File: config.mk
export PLATFORM = sky130hd
export DESIGN_NAME = fifo_data_producer
export DESIGN_NICKNAME = d
export VERILOG_FILES = /design/src/rtl/fifo_data_producer.sv
export SDC_FILE = /design/constraint.sdc
export NUM_CORES = 1
export LEC_CHECK = 0
export ABC_AREA = 1
export CAP_MARGIN = 15
export CELL_PAD_IN_SITES_DETAIL_PLACEMENT = 1
export CELL_PAD_IN_SITES_GLOBAL_PLACEMENT = 2
export CORE_ASPECT_RATIO = 0.6
export CORE_MARGIN = 2
export CORE_UTILIZATION = 30
export CTS_CLUSTER_DIAMETER = 200
export CTS_CLUSTER_SIZE = 14
export DETAILED_ROUTE_END_ITERATION = 6
export PLACE_DENSITY_LB_ADDON = 0.12
export REMOVE_ABC_BUFFERS = 1
export SLEW_MARGIN = 40
export SYNTH_ARGS = -nofsm -noshare
export SYNTH_HDL_FRONTEND = slang
export SYNTH_SLANG_ARGS = --single-unit
File: constraint.sdc
create_clock -name wclk -period 1.57 [get_ports wclk]
set_input_delay 0.2355 -clock wclk [delete_from_list [all_inputs] [get_ports wclk]]
set_output_delay 0.2355 -clock wclk [all_outputs]
set_load 0.1 [all_outputs]
File: src/rtl/fifo_data_producer.sv
// Write-domain burst source for the async FIFO: emits burst_len words (count or LFSR)
// on wr_enable_fifo/wr_data and stalls on the FIFO's combinational full flag.
module fifo_data_producer #(
  parameter int                   DATA_W     = 8,
  parameter int                   LEN_W      = 8,
  parameter int                   GAP_CYCLES = 2,
  parameter logic [DATA_W-1:0]    LFSR_SEED  = 8'hA5
) (
  input  logic              wclk,
  input  logic              wrst_n,
  input  logic              start,
  input  logic              mode,
  input  logic [LEN_W-1:0]  burst_len,
  input  logic              full,
  output logic              wr_enable_fifo,
  output logic [DATA_W-1:0] wr_data,
  output logic              busy,
  output logic              done,
  output logic [7:0]        burst_count
);

  localparam int GAP_W = (GAP_CYCLES > 0) ? $clog2(GAP_CYCLES + 1) : 1;

  typedef enum logic [1:0] {S_IDLE, S_RUN, S_GAP} state_t;

  state_t              state_q, state_d;
  logic [LEN_W:0]      rem_q, rem_d;
  logic [GAP_W-1:0]    gap_q, gap_d;
  logic                mode_q, mode_d;
  logic                wen_q, wen_d;
  logic [DATA_W-1:0]   data_q, data_d;
  logic                busy_q, busy_d;
  logic                done_q, done_d;
  logic [7:0]          cnt_q, cnt_d;
  logic                accept;

  function automatic logic [DATA_W-1:0] lfsr_next(input logic [DATA_W-1:0] d);
    logic fb;
    if (DATA_W == 8) fb = d[7] ^ d[5] ^ d[4] ^ d[3];
    else             fb = d[DATA_W-1] ^ d[DATA_W-2];
    return {d[DATA_W-2:0], fb};
  endfunction

  // Must be the exact term the FIFO uses to advance its write pointer.
  assign accept = wen_q & ~full;

  always_comb begin
    state_d = state_q;
    rem_d   = rem_q;
    gap_d   = gap_q;
    mode_d  = mode_q;
    wen_d   = wen_q;
    data_d  = data_q;
    done_d  = 1'b0;
    cnt_d   = cnt_q;
    case (state_q)
      S_IDLE: begin
        if (start) begin
          mode_d  = mode;
          // A zero length encodes the full 2^LEN_W words, hence the extra counter bit.
          rem_d   = (burst_len == '0) ? {1'b1, {LEN_W{1'b0}}} : {1'b0, burst_len};
          data_d  = mode ? LFSR_SEED : '0;
          wen_d   = 1'b1;
          state_d = S_RUN;
        end
      end
      S_RUN: begin
        if (accept) begin
          if (rem_q > (LEN_W+1)'(1)) begin
            rem_d  = rem_q - (LEN_W+1)'(1);
            data_d = mode_q ? lfsr_next(data_q) : data_q + DATA_W'(1);
          end else begin
            rem_d  = '0;
            wen_d  = 1'b0;
            done_d = 1'b1;
            cnt_d  = cnt_q + 8'd1;
            if (GAP_CYCLES == 0) begin
              state_d = S_IDLE;
            end else begin
              gap_d   = GAP_W'(GAP_CYCLES);
              state_d = S_GAP;
            end
          end
        end
      end
      S_GAP: begin
        if (gap_q <= GAP_W'(1)) begin
          gap_d   = '0;
          state_d = S_IDLE;
        end else begin
          gap_d = gap_q - GAP_W'(1);
        end
      end
      default: state_d = S_IDLE;
    endcase
    busy_d = (state_d != S_IDLE);
  end

  always_ff @(posedge wclk or negedge wrst_n) begin
    if (!wrst_n) begin
      state_q <= S_IDLE;
      rem_q   <= '0;
      gap_q   <= '0;
      mode_q  <= 1'b0;
      wen_q   <= 1'b0;
      data_q  <= '0;
      busy_q  <= 1'b0;
      done_q  <= 1'b0;
      cnt_q   <= 8'd0;
    end else begin
      state_q <= state_d;
      rem_q   <= rem_d;
      gap_q   <= gap_d;
      mode_q  <= mode_d;
      wen_q   <= wen_d;
      data_q  <= data_d;
      busy_q  <= busy_d;
      done_q  <= done_d;
      cnt_q   <= cnt_d;
    end
  end

  assign wr_enable_fifo = wen_q;
  assign wr_data        = data_q;
  assign busy           = busy_q;
  assign done           = done_q;
  assign burst_count    = cnt_q;

endmodule

=== Word level (Yosys, flattened, before mapping) ===
Cells that the tools add are included.

* Flip-flop bits (word level): 33
* Latch bits: 0
* Bits in writable memories: 0
* ROM bits: 0
* Input bits: 13
* Output and inout bits: 19
* Word-level logic and storage cells: 65
* Memories kept: 0

* $add $sub $neg: 4
* $mul: 0
* Div/mod/pow operators: 0
* $lt $le $gt $ge: 2
* Eq/ne operators: 6
* Shifts and indexed selects: 0
* Mux-type cells: 27
* Bitwise gates (word level): 6
* Reduce and logical (&&, ||, !) cells: 11

{| class="wikitable"
|+ Operators by type and width
! cell !! count
|-
| $mux 8 || 5
|-
| $mux 9 || 4
|-
| $pmux 9 s2 || 1
|-
| $add 8x1->8 const B || 2
|-
| $pmux 8 s2 || 1
|-
| $mux 2 || 7
|-
| $gt 9x1->1 const B || 1
|-
| $reduce_and 3->1 || 3
|-
| $sub 9x1->9 const B || 1
|-
| $logic_not 8->1 || 1
|-
| $ne 2x2->1 const B || 4
|-
| $reduce_and 4->1 || 2
|-
| $mux 1 || 6
|-
| $pmux 2 s3 || 1
|-
| $reduce_bool 2->1 || 3
|-
| $pmux 2 s2 || 1
|-
| $xor 1x1->1 || 3
|-
| $eq 2x1->1 const B || 1
|-
| $eq 2x2->1 const B || 1
|-
| $le 2x1->1 const B || 1
|-
| $logic_not 2->1 || 1
|-
| $not 1->1 || 2
|-
| $pmux 1 s2 || 1
|-
| $reduce_and 2->1 || 1
|-
| 2 further kinds || 2
|}

=== Longest topological paths before layout ===
* Depth in word-level cells: 7
* Mapped depth: 11
* Gate-level depth less buffers: 11

=== Least setup slack after synthesis ===
OpenSTA, ideal clock, no wires.

* Path kind: reg2reg
* From: reg wen_q, in the netlist wr_enable_fifo
* To: reg rem_q[4]
* Library setup time: 0.117 ns
* Arrival time: 1.865 ns
* Data required time: 1.453 ns
* Slack: -0.413 ns
* Cell stages (with the launch flop): 9
* Path buffers: 1
* Clock period less this slack: 1.983 ns
* Cell sequence: dfrtp_1 inv_1 nor2_1 nand2_1 nand2_4 buf_6 nand4_1 nand3_1 nand2_1

* Longest elaborated chain between the ends: 3

{| class="wikitable"
|+ RTL lines
! item !! RTL line !! RTL
|-
| start, declared || 30 || <nowiki>logic wen_q, wen_d;</nowiki>
|-
| start signal, assigned || 115 || <nowiki>wen_q <= wen_d;</nowiki>
|-
| $and 1x1->1 || 45 || <nowiki>assign accept = wen_q & ~full;</nowiki>
|-
| $ne 2x2->1 (no line) || -- ||
|-
| $reduce_and 3->1 (no line) || -- ||
|-
| end signal, assigned || 112 || <nowiki>rem_q <= rem_d;</nowiki>
|-
| end, declared || 27 || <nowiki>logic [LEN_W:0] rem_q, rem_d;</nowiki>
|}

No other way between the ends.
A chain may end at the register's enable or synchronous reset.

=== Worst setup path in the final report ===
* From: reg rem_q[1]
* To: reg rem_q[1]

* Longest elaborated chain between the ends: 4
* Elaborated cells on any way between the ends: 5
* Those cells by class: add/sub: 1; order compare: 1; mux: 3

{| class="wikitable"
|+ RTL lines
! item !! RTL line !! RTL
|-
| $sub 9x1->9 or $gt 9x1->1 (tied branches) || 70, 69 ||
|-
| $mux 9 * || 69 || <nowiki>if (rem_q > (LEN_W+1)'(1)) begin</nowiki>
|-
| $mux 9 * || 68 || <nowiki>if (accept) begin</nowiki>
|-
| $pmux 9 s2 * || 56 || <nowiki>case (state_q)</nowiki>
|}

Every way passes the cells marked *; elsewhere a longest branch is shown, timed or not. The select of a mux whose other input is x is not followed.

==> summary.txt <==
GRT
  – Global-route wire length before repair: 11.4 mm
  – Number of global-route vias before repair: 2266
  – GRT Overall Usage: 18.5%
  – Gr ovfl total: 0
  – Initial antenna violation count: 0
  – Largest net degree at the start of global routing: 34

STA
  – Pins Over Slew Limit: 0
  – Final hold violation count: 0
  – Final Cycle Share: 96.8%
  – Final Skew: 0.00443 ns
  – Least-Margin Pin Slew: 0.341 ns
  – Final min period: 1.52 ns
  – RSZ-0062 raised after global routing: true
  – Endpoints failing setup: 0
  – Slew HR: 77.2%
  – Fmax: 658 MHz

Route
  – Drt pass-1 iters: 6
  – Drt initial violations: 77
  – Residual DRC: 2
  – Routed vias: 2168
  – Via/cell ratio: 4.72
  – DRT Wirelength: 6.72 mm
  – Final ANT Viol Nets: 0
  – Routed len/inst: 14.6 um

Worst setup path
  – Worst path slowest cell: dfrtp_1
  – Worst path depth: 9
  – R2r startpoint: rem_q[1]$_DFFE_PN0P_
  – Crit. Startpoint: rem_q[1]$_DFFE_PN0P_
  – Worst path arrival time: 1.68 ns
  – R2r setup slk: 0.05 ns
  – Crit-path cells: inv_2, ha_2, inv_2, nor2_4, nand3_4, buf_4, buf_4, nand4_1, a21oi_1
  – CP bufs+invs: 4
  – Crit end category: flip-flop
  – Worst Path Class, Setup: reg2reg
  – Critical Path Source Type: flip-flop
  – Reg2reg path depth: 9
  – Slowest stage delay, CP: 0.42 ns
  – Worst-path fanout max: 4
  – Delay-heaviest family, CP: buffers and inverters
  – CP required: 1.73 ns

Placement
  – Port bufs: 31
  – Gpl congestion: 0.836
  – Placed insts: 449
  – Detailed Place HPWL: 5.16 mm

Pwr
  – Cell Pwr Density: 1660 nW/um2
  – P_int: 2.95 mW
  – Leak pwr: 1.54 nW
  – Clock network power share: 21.6%
  – Comb pwr share: 52.1%
  – P_sw: 2.45 mW
  – Total power: 5.40 mW
  – Reg power frac: 26.3%
  – Sw Share: 45.3%
  – Max VDD drop: 475 uV

Clock network
  – TritonCTS clock tree: built
  – CTS Sinks: 33
  – Clock Latency Late Sink: 0.28 ns
  – H-tree levels: 2
  – Worst-path clk slew: 0.06 ns
  – Max Buffers Root-to-Sink: 2
  – Root Driver: clkbuf_16
  – CTS buffer count: 5

Synth
  – Register bit count reported by yosys: 33
  – YS warnings: 0
  – Distinct cell type count after synthesis: 30
  – Synthesized netlist cell count: 306
  – Post-Synthesis Cell Area: 2140 um2
  – Seq/Total Area, Yosys: 38.6%
  – Syn avg cell area: 6.98 um2

Run status
  – Failing checks: design-rule violations
  – Status: finished with violations

Finish
  – Final Net Count: 388
  – Filler cells: 830
  – Synth-to-layout area growth: 51.8%
  – Number of antenna diodes: 0
  – Non-Filler Instances: 459
  – Fraction of layout cells with a size suffix above 1: 25.0%

Die
  – DIE AREA: 7840 um2
  – Initial Utilization: 31.5%
  – Die height: 69.4 um
  – Die Width: 113 um
  – Core area: 6790 um2
  – I/O Pins: 32
  – Num rows: 23

Run
  – Max-cap check violation count: 0

Hold path
  – HP Class: in2async
stage by stage:
stage                     worst slack, ns  hold slack [ns]  setup TNS (ns)  area (um2)  utilization (%)
after CTS                         0.00790            0.334               0        3130             46.1
after detailed placement          -0.0666            0.514          -0.434        2940             43.3
after global routing              -0.0605            0.357          -0.774        3240             47.8
final                              0.0503            0.325               0        3240             47.8
after global placement            0.00733            0.494               0        2940             43.3
after floorplan                    -0.460          -0.0601          -11.21        2080                -
final timing paths:
path,endpoint
min in group wclk,gap_q[0]$_DFFE_PN0P_
min,rem_q[7]$_DFFE_PN0P_
max reg2reg,rem_q[1]$_DFFE_PN0P_
max,rem_q[1]$_DFFE_PN0P_
max in group asynchronous,rem_q[6]$_DFFE_PN0P_
min reg2reg,gap_q[0]$_DFFE_PN0P_
cells by family after synthesis:
family | synth area share [%]
AO/OA/AOI/OAI | 8.31
buffers and inverters | 9.60
AND/OR/NAND/NOR | 37.8
XOR/XNOR | 3.28
adder cells (fa/ha/maj) | 2.34
flip-flops | 38.6
layout make-up:
class | count | area [um2] | share of cell area, %
Inverter | 39 | 159 | 4.90
Clock buffer | 6 | 139 | 4.28
Clock inverter | 2 | 37.5 | 1.16
Timing Repair Buffer | 63 | 761 | 23.4
Sequential cell | 33 | 827 | 25.5
Tap cell | 87 | 109 | 3.36
Multi-Input combinational cell | 229 | 1210 | 37.4
registers in the layout, summed over array words and instances, names as in the netlist:
name,count
gap_q,2
wr_enable_fifo,1
burst_count,8
rem_q,9
state_q,2
wr_data,8
mode_q,1
busy,1
done,1
timing repair:
action,CTS,global route
pin swaps,1,17
hold buffers,0,0
gates cloned,0,1
setup endpoints to repair,16,30
gates resized for setup,4,34
setup buffers,1,0
cells in the mapped netlist:
master    count  area [um2]
o21ai_0      12        60.1
nand3b_1      2        15.0
a21oi_4       1        16.3
inv_6         1        8.76
o21bai_1      1        7.51
buf_4         1        7.51
a21oi_2       1        8.76
o21ai_1       4        20.0
nor2_2        1        6.26
a21oi_1      13        65.1
nand3_4       1        17.5
clkinv_1      1        3.75
clkbuf_1      2        7.51
nand4_1       8        50.1
nor2_1       45         169
clkinv_2      1        5.00
buf_6         2        22.5
nand3_2       1        10.0
nand2_4       4        45.0
inv_2         2        7.51
nand3_1      24         120
nor3_1        2        10.0
xor2_1        7        61.3
buf_8         1        15.0
xnor2_1       1        8.76
ha_1          4        50.1
inv_1        34         128
nand2_2       2        12.5
nand2_1      94         353
dfrtp_1      33         826
routing by layer:
layer / up-vias / routed length [um] / track usage, %
li1: 1099 / - / -
met2: 33 / 2720 / 26.3
met3: 5 / 301 / 4.90
met1: 1031 / 3640 / 28.0
met4: 0 / 56 / 4.07
met5: - / 0 / 0
power by group through the flow:
| stage | Clock, mW | Combinational, mW | Sequential, mW |
|---|---|---|---|
| after floorplan | 0 | 0.871 | 2.11 |
| after global placement | 0 | 2.67 | 1.42 |
| after detailed placement | 0 | 2.71 | 1.42 |
| after CTS | 1.20 | 2.73 | 1.41 |
| after global routing | 1.25 | 3.05 | 1.47 |
| final | 1.16 | 2.81 | 1.42 |
layout by cell type (no fill, tap or decap), types with 3 or more instances in the layout:
cell,netlist,layout
nor2_1,45,41
buf_4,1,29
nand2_1,94,89
nand3_1,24,23
o21ai_1,4,9
nand4_1,8,8
nor2_4,0,3
o21ai_0,12,5
inv_1,34,32
nand2_2,2,7
dfrtp_1,33,32
xor2_1,7,7
a21oi_1,13,13
inv_2,2,4
nand2_4,4,3
buf_12,0,20
clkdlybuf4s50_1,0,12
clkbuf_16,0,5
Note: power is estimated with default switching activity, not from simulation.
